[src/rtl/dmem_port_arbiter.sv]
// -----------------------------------------------------------------------------
// dmem_port_arbiter
//   Shares the single data_memory port between the core load/store path
//   (port C) and a debug/loader engine (port D). Grants are decided
//   combinationally each cycle. The winning request is driven onto m_*.
//   Read responses are steered back to their owner READ_LAT cycles later.
//   Any core request that is not granted raises core_stall, and those stall
//   cycles are counted in a saturating counter.
//
//   Build option: define DMEM_ARB_RR_EN for round-robin resolution of
//   contention. When it is undefined, C has fixed priority over D.
//   Debug lock (exclusive D ownership) behaves the same in both builds.
//
// Ports
//   clk, rst                 clock (rising edge), async active-low reset
//   c_req/c_we/c_addr/c_wdata core request in
//   c_gnt/c_rvalid/c_rdata   core grant and read response out
//   d_req/d_we/d_addr/d_wdata debug request in
//   d_lock                   debug asks for exclusive ownership
//   d_gnt/d_rvalid/d_rdata   debug grant and read response out
//   m_memread/m_memwrite/m_addr/m_wdata  to data_memory
//   m_rdata                  from data_memory
//   core_stall               c_req & ~c_gnt
//   stall_cnt                saturating count of core_stall cycles
// -----------------------------------------------------------------------------
//   state   | meaning
//   ST_ARB  | normal arbitration between C and D every cycle
//   ST_LOCK | D owns the port exclusively while d_lock stays high
// -----------------------------------------------------------------------------
module dmem_port_arbiter #(
    parameter int AW       = 32,
    parameter int DW       = 32,
    parameter int READ_LAT = 1,   // legal range 1..4
    parameter int CNT_W    = 16
) (
    input  logic             clk,
    input  logic             rst,
    input  logic             c_req,
    input  logic             c_we,
    input  logic [AW-1:0]    c_addr,
    input  logic [DW-1:0]    c_wdata,
    output logic             c_gnt,
    output logic             c_rvalid,
    output logic [DW-1:0]    c_rdata,
    input  logic             d_req,
    input  logic             d_we,
    input  logic [AW-1:0]    d_addr,
    input  logic [DW-1:0]    d_wdata,
    input  logic             d_lock,
    output logic             d_gnt,
    output logic             d_rvalid,
    output logic [DW-1:0]    d_rdata,
    output logic             m_memread,
    output logic             m_memwrite,
    output logic [AW-1:0]    m_addr,
    output logic [DW-1:0]    m_wdata,
    input  logic [DW-1:0]    m_rdata,
    output logic             core_stall,
    output logic [CNT_W-1:0] stall_cnt
);

    typedef enum logic {ST_ARB, ST_LOCK} state_t;

    state_t              state;
    logic                locked;
    logic                gnt_c;
    logic                gnt_d;
    logic                gnt_we;
    logic [READ_LAT-1:0] tag_v;   // read in flight
    logic [READ_LAT-1:0] tag_d;   // owner of that read: 1 = D, 0 = C

`ifdef DMEM_ARB_RR_EN
    logic                last_d;  // owner of the most recent grant: 1 = D
`endif

    // The lock only holds while d_lock stays high, so the cycle that drops
    // d_lock already arbitrates normally.
    assign locked = (state == ST_LOCK) && d_lock;

    // Grants are gated by reset so nothing reaches memory while held in reset.
    always_comb begin
        gnt_c = 1'b0;
        gnt_d = 1'b0;
        if (rst) begin
            if (locked) begin
                gnt_d = d_req;
            end else if (c_req && d_req) begin
`ifdef DMEM_ARB_RR_EN
                gnt_c = last_d;
                gnt_d = ~last_d;
`else
                gnt_c = 1'b1;
`endif
            end else begin
                gnt_c = c_req;
                gnt_d = d_req;
            end
        end
    end

    assign c_gnt      = gnt_c;
    assign d_gnt      = gnt_d;
    assign gnt_we     = gnt_c ? c_we : (gnt_d ? d_we : 1'b0);
    assign m_memread  = (gnt_c | gnt_d) & ~gnt_we;
    assign m_memwrite = (gnt_c | gnt_d) & gnt_we;
    assign m_addr     = gnt_c ? c_addr  : (gnt_d ? d_addr  : '0);
    assign m_wdata    = gnt_c ? c_wdata : (gnt_d ? d_wdata : '0);
    assign core_stall = c_req & ~gnt_c;

    always_ff @(posedge clk or negedge rst) begin
        if (!rst) begin
            state <= ST_ARB;
        end else begin
            case (state)
                ST_ARB:  if (gnt_d && d_lock) state <= ST_LOCK;
                ST_LOCK: if (!d_lock && !(gnt_d && d_lock)) state <= ST_ARB;
                default: state <= ST_ARB;
            endcase
        end
    end

`ifdef DMEM_ARB_RR_EN
    always_ff @(posedge clk or negedge rst) begin
        if (!rst) begin
            last_d <= 1'b1;
        end else if (gnt_c) begin
            last_d <= 1'b0;
        end else if (gnt_d) begin
            last_d <= 1'b1;
        end
    end
`endif

    // Each read drops a tag in at stage 0. The response is valid when the
    // tag reaches the last stage.
    always_ff @(posedge clk or negedge rst) begin
        if (!rst) begin
            tag_v <= '0;
            tag_d <= '0;
        end else begin
            tag_v[0] <= m_memread;
            tag_d[0] <= gnt_d;
            for (int i = 1; i < READ_LAT; i++) begin
                tag_v[i] <= tag_v[i-1];
                tag_d[i] <= tag_d[i-1];
            end
        end
    end

    assign c_rvalid = tag_v[READ_LAT-1] & ~tag_d[READ_LAT-1];
    assign d_rvalid = tag_v[READ_LAT-1] &  tag_d[READ_LAT-1];
    assign c_rdata  = c_rvalid ? m_rdata : '0;
    assign d_rdata  = d_rvalid ? m_rdata : '0;

    always_ff @(posedge clk or negedge rst) begin
        if (!rst) begin
            stall_cnt <= '0;
        end else if (core_stall && (stall_cnt != '1)) begin
            stall_cnt <= stall_cnt + 1'b1;
        end
    end

endmodule
[config.mk]
export PLATFORM = sky130hd
export DESIGN_NAME = dmem_port_arbiter
export DESIGN_NICKNAME = d
export VERILOG_FILES = /design/src/rtl/dmem_port_arbiter.sv
export SDC_FILE = /design/constraint.sdc
export NUM_CORES = 1
export LEC_CHECK = 0
export CORE_AREA = 2 2 124 126
export CTS_CLUSTER_SIZE = 8
export DETAILED_ROUTE_END_ITERATION = 8
export DIE_AREA = 0 0 126 128
export GPL_TIMING_DRIVEN = 0
export HOLD_SLACK_MARGIN = 0.05
export MAX_ROUTING_LAYER = met4
export SYNTH_ARGS = -nofsm -noshare
export SYNTH_HDL_FRONTEND = slang
export SYNTH_SLANG_ARGS = --single-unit
[constraint.sdc]
create_clock -name clk -period 2.5 [get_ports clk]
set_input_delay 0.25 -clock clk [delete_from_list [all_inputs] [get_ports clk]]
set_output_delay 0.25 -clock clk [all_outputs]
set_load 0.01 [all_outputs]
After elaboration in Yosys (flattened, before gate mapping)
Cells that the tools add are included.
{ "word_totals": {"input_bits": 167, "elab_cells": 40, "register_bits": 19, "output_inout_bits": 151} }
{ "classes": {"eq_ne": 1, "n_addsub": 1, "n_reduce_logical": 7, "n_bitwise": 10, "muxes": 17} }
{ "op_table": {"columns": ["operator", "count"], "rows": [
  ["2-to-1 mux 32 bit", 6],
  ["adder 16 x 1 -> 16 bit, second input constant", 1],
  ["!= test 16 bit, second input constant", 1],
  ["2-to-1 mux 1 bit", 10],
  ["bitwise AND 1 bit", 5],
  ["logical AND 1 bit", 5],
  ["NOT 1 bit", 4],
  ["logical NOT 1 bit", 2],
  ["case mux 1 bit (2 select lines)", 1],
  ["OR 1 bit", 1]
]} }

Longest topological paths before layout
{ "logic_depth": {"word_depth": 9, "depth_mapped": 6, "depth_no_buf": 5} }

Least setup slack after synthesis
OpenSTA, ideal clock, no wires.
{ "synth_timing": {"path_kind": "register to register", "start": "reg stall_cnt[0]", "end": "reg stall_cnt[1]", "t_required_ns": 2.375, "path_buffers": 0, "path_stages_with_launch": 6, "arrival_time_ns": 1.631, "setup_time_ns": 0.125, "slack_ns": 0.744, "synth_period_minus_slack_ns": 1.756, "cell_sequence": "dfrtp_1 -> ha_1 -> nand4_2 -> nor4_4 -> nor2_2 -> mux2_4"} }
{ "synth_between": {"elab_chain_len": 2, "word_cells_on_any_way": 3, "classes_between": "1 x add/sub; 1 x eq/ne; 1 x reduce/logical"} }
{ "synth_rtl": {"columns": ["element", "line_no", "rtl"], "rows": [
  ["from (decl)", "59", "output logic [CNT_W-1:0] stall_cnt"],
  ["from (signal assigned)", "159", "stall_cnt <= stall_cnt + 1'b1;"],
  ["parallel branches: the longest is 2 deep, another holds adder 16 x 1 -> 16 bit", null, null]
]} }
Parallel ways; which one is timed is not known.
A chain may end at the register's enable or synchronous reset.

Worst setup path in the final report
{ "layout_timing": {"start": "in d_lock", "end": "out m_wdata[1]"} }
{ "layout_between": {"elab_chain_len": 5, "word_cells_on_any_way": 7, "classes_between": "6 x mux; 1 x reduce/logical"} }
{ "layout_rtl": {"columns": ["element", "line_no", "rtl"], "rows": [
  ["from (decl)", "49", "input logic d_lock,"],
  ["logical AND 1 bit (*)", "78", "assign locked = (state == ST_LOCK) && d_lock;"],
  ["2-to-1 mux 1 bit", "85", "if (locked) begin"],
  ["2-to-1 mux 1 bit", "84", "if (rst) begin"],
  ["2-to-1 mux 32 bit", "107", "assign m_wdata = gnt_c ? c_wdata : (gnt_d ? d_wdata : '0);"],
  ["2-to-1 mux 32 bit (*)", "107", null],
  ["to (decl)", "56", "output logic [DW-1:0] m_wdata,"]
]} }
Every way passes the cells marked *; elsewhere a longest branch is shown, timed or not.

==> results.py <==
metrics = {
    "run_status": {
        "outcome": "complete, no violations",
    },
    "drt": {
        "final_wirelength_mm": 14.0,
        "drtPass1Iterations": 4,
        "drtAntennaViolNets": 0,
        "num_vias": 3317,
        "drt-vias-per-instance": 4.42,
        "routedWlPerCell_um": 18.6,
        "drt_first_iter_violations": 98,
        "drc_errors": 0,
    },
    "timing": {
        "post-route-worst-setup-slack_ps": 92.1,
        "worst_pin_slew_ps": 934,
        "hold_ws_ps": 401,
        "max_freq_mhz": 415,
        "worst_clock_skew_ps": 2.63,
        "finalSetupViolCount": 0,
        "timing.final.hold_violations": 0,
        "final_max_slew_viol_count": 0,
        "finalWorstPathRequiredPeriod_ps": 2410,
        "final.setup.tns_ps": 0,
        "worst_slew_margin_relative_to_its_limit": 0.376,
        "post-route-period-util": 0.963,
    },
    "clock_network": {
        "clk_pin_slew_worst_paths_ps": 50,
        "ctsLongestPathBuffers": 2,
        "cts_tree": "yes",
        "postCtsSetupBuffers": 0,
        "clkLatencyLatePin_ps": 250,
        "cts_htree_levels": 1,
        "master_cell_of_the_clock_root_buffer": "clkbuf_16",
        "cts_made_buffers": 3,
        "cts_num_sinks": 19,
    },
    "final_layout": {
        "finish.instance_area_um2": 5650,
        "final_util": 0.380,
        "multiInputGateArea_um2": 1470,
        "drive_gt1_frac": 0.0568,
        "fill_cells": 1497,
        "finish.cell_count_without_fillers": 751,
        "area_growth_syn_to_layout_pct": 179,
        "final-seq-area_um2": 475,
        "final_nets": 732,
        "insertedDiodeCount": 0,
    },
    "power": {
        "maximum_vdd_ir_drop_uv": 239,
        "power.switching_mw": 0.587,
        "pwr-share-seq": 0.254,
        "power.density_cell_area_nw_per_um2": 320,
        "power_switching_share": 0.325,
        "intPower_mw": 1.22,
        "leakagePower_nw": 2.67,
        "share_clk_of_total_power": 0.185,
        "power_frac_comb": 0.561,
        "finalPower_mw": 1.80,
    },
    "floorplan": {
        "core-area_um2": 14900,
        "fp-row-count": 45,
        "initial_core_util": 0.136,
        "pin_count": 318,
        "die_w_um": 126,
        "floorplan.die_area_um2": 16100,
        "die_y_um": 128,
    },
    "grt": {
        "antenna_found_initial": 0,
        "overflow": 0,
        "global_route_wire_length_before_repair_mm": 19.4,
        "gr-usage-all-layers": 0.160,
        "number_of_global_route_vias_before_repair": 3274,
        "grt_start_max_net_pins": 20,
    },
    "synth": {
        "synth-edff-count": 0,
        "postSynth.topFlopCell": "dfrtp_1",
        "synthesized_nets": 409,
        "synth.top_cell.area_share": 0.282,
        "post_synth_inst_count": 241,
        "synth.area.top_cells": "a22o_1 28%, dfrtp_1 24%, and3_1 11%, and2_1 10%, xor2_1 3.9%",
        "ys_seq_area_frac": 0.235,
        "syn-cell-area_um2": 2020,
        "synth_area_per_cell_um2": 8.38,
        "yosys.area.top_type": "a22o_1",
        "ys_seq_elements": 19,
        "synthArstFlopShare": 1.00,
        "yosysUniqueCellTypes": 32,
        "synth.yosys.warnings": 0,
    },
    "placement": {
        "dp_slack_ps": -1180,
        "gp_congestion": 0.945,
        "place.detailed.instances": 746,
        "postPlaceCellArea_um2": 5430,
        "portBuffers": 317,
        "dp_hpwl_mm": 12.0,
    },
    "critical_path": {
        "cp.buffers_inverters": 4,
        "cp_slowest_cell": "clkdlybuf4s50_1",
        "setup.worst_path.end_class": "primary output",
        "cp_cell_sequence": "clkdlybuf4s50_1, nand2_2, a21oi_4, buf_6, clkbuf_4, a22o_1, clkdlybuf4s50_1",
        "arrival_ps": 2160,
        "crit_cells": 7,
        "crit_path_class": "in2out",
        "timing.critical_path.slowest_cell_delay_ps": 540,
        "critPathRequiredTime_ps": 2250,
        "timing.critical_path.max_delay_family": "buffers and inverters",
        "most_used_cell_along_the_critical_path": "clkdlybuf4s50_1",
        "critPathMaxFanout": 10,
        "worst_r2r_path_depth": 5,
        "worstSetupStartpointType": "primary input",
    },
    "worst_hold_path": {
        "hold-path-cell-count": 3,
        "hold_class": "in2reg",
    },
    "job": {
        "timing.max_cap.violations": 0,
    },
}
[Yosys cell counts (4+ instances only)]
| cell type | number |
|---|---|
| and2_1 | 33 |
| xor2_1 | 9 |
| dfrtp_1 | 19 |
| nand2_1 | 9 |
| nor2_1 | 5 |
| nand3_1 | 7 |
| nor3_1 | 6 |
| clkbuf_1 | 14 |
| buf_1 | 4 |
| a22o_1 | 65 |
| and3_1 | 34 |
| buf_2 | 5 |
[path summary, 6_finish.rpt]
kind                                            from                   endpoint  slack, ps
setup / recovery                              d_lock                 m_wdata[1]         90
hold / removal                                   rst            tag_v$_DFF_PN0_        400
setup reg to reg            stall_cnt[0]$_DFFE_PN0P_   stall_cnt[1]$_DFFE_PN0P_        620
hold reg to reg            stall_cnt[11]$_DFFE_PN0P_  stall_cnt[11]$_DFFE_PN0P_        520
max in group asynchronous                        rst            tag_d$_DFF_PN0_       1210
min in group asynchronous                        rst   stall_cnt[2]$_DFFE_PN0P_        720
[cell usage in the layout, fill, tap and decap left out, types with 2 or more instances in the layout]
master and n:
a22o_1 65, and2_1 33, and3_1 34, and4_1 3
buf_4 4, buf_6 5, clkbuf_1 9, clkbuf_16 3
clkbuf_2 5, clkdlybuf4s50_1 289, dfrtp_1 19, dlygate4sd2_1 3
dlymetal6s2s_1 24, mux2_2 2, nand2_1 8, nand3_1 7
nand4_1 2, nand4_2 2, nand4b_1 2, nor2_1 5
nor3_1 6, xnor2_1 3, xor2_1 9
[what timing repair did]
action,CTS,global route
setup endpoints to repair,69,80
endpoints found under the hold margin,19,0
hold buffers,1,0
gates resized for setup,24,44
[worst register-to-register path, delay by kind of cell, from the launching register on]
| family | cells | cell delay (ps) |
|---|---|---|
| muxes | 1 | 310 |
| DFF | 1 | 440 |
| adders and majority gates | 1 | 260 |
| and+or+nand+nor | 3 | 750 |
[kinds of logic (layout without fill, tap and decap cells)]
group	after synthesis	in the layout	share of synthesized area
multiplexers	3	3	0.0186
buffers and inverters	25	347	0.0495
flip-flops	19	19	0.235
AO/OA/AOI/OAI	70	70	0.298
XOR/XNOR	12	12	0.0520
AND/OR/NAND/NOR	111	111	0.341
adder cells (fa/ha/maj)	1	1	0.00619
[routing by layer]
metal / routed length, um / vias up / global-route usage
met5: 0 / - / -
met4: 152 / 0 / 0.0155
met3: 1540 / 10 / 0.0730
met2: 7030 / 198 / 0.281
met1: 5250 / 1540 / 0.173
li1: - / 1569 / -
[state kept, by name, summed over array words and instances (netlist names)]
| signal | cells |
|---|---|
| tag_v | 1 |
| stall_cnt | 16 |
| tag_d | 1 |
| state | 1 |
[power groups by stage]
stage / clock, mW / combinational, mW / sequential (mW)
6_report: 0.334 / 1.01 / 0.458
5_1_grt: 0.356 / 1.08 / 0.469
4_1_cts: 0.342 / 1.02 / 0.458
3_5_place_dp: 0 / 1.01 / 0.462
3_3_place_gp: 0 / 0.999 / 0.460
2_1_floorplan: 0 / 0.303 / 0.466
[layout make-up]
class	instances	share of cell area
repair buffers	318	0.573
multi-input cells	197	0.260
flip-flops and latches	19	0.0842
well taps	188	0.0417
plain buffers	23	0.0259
clock buffers	4	0.0140
inverters	2	0.00133
Note: power is estimated with default switching activity, not from simulation.
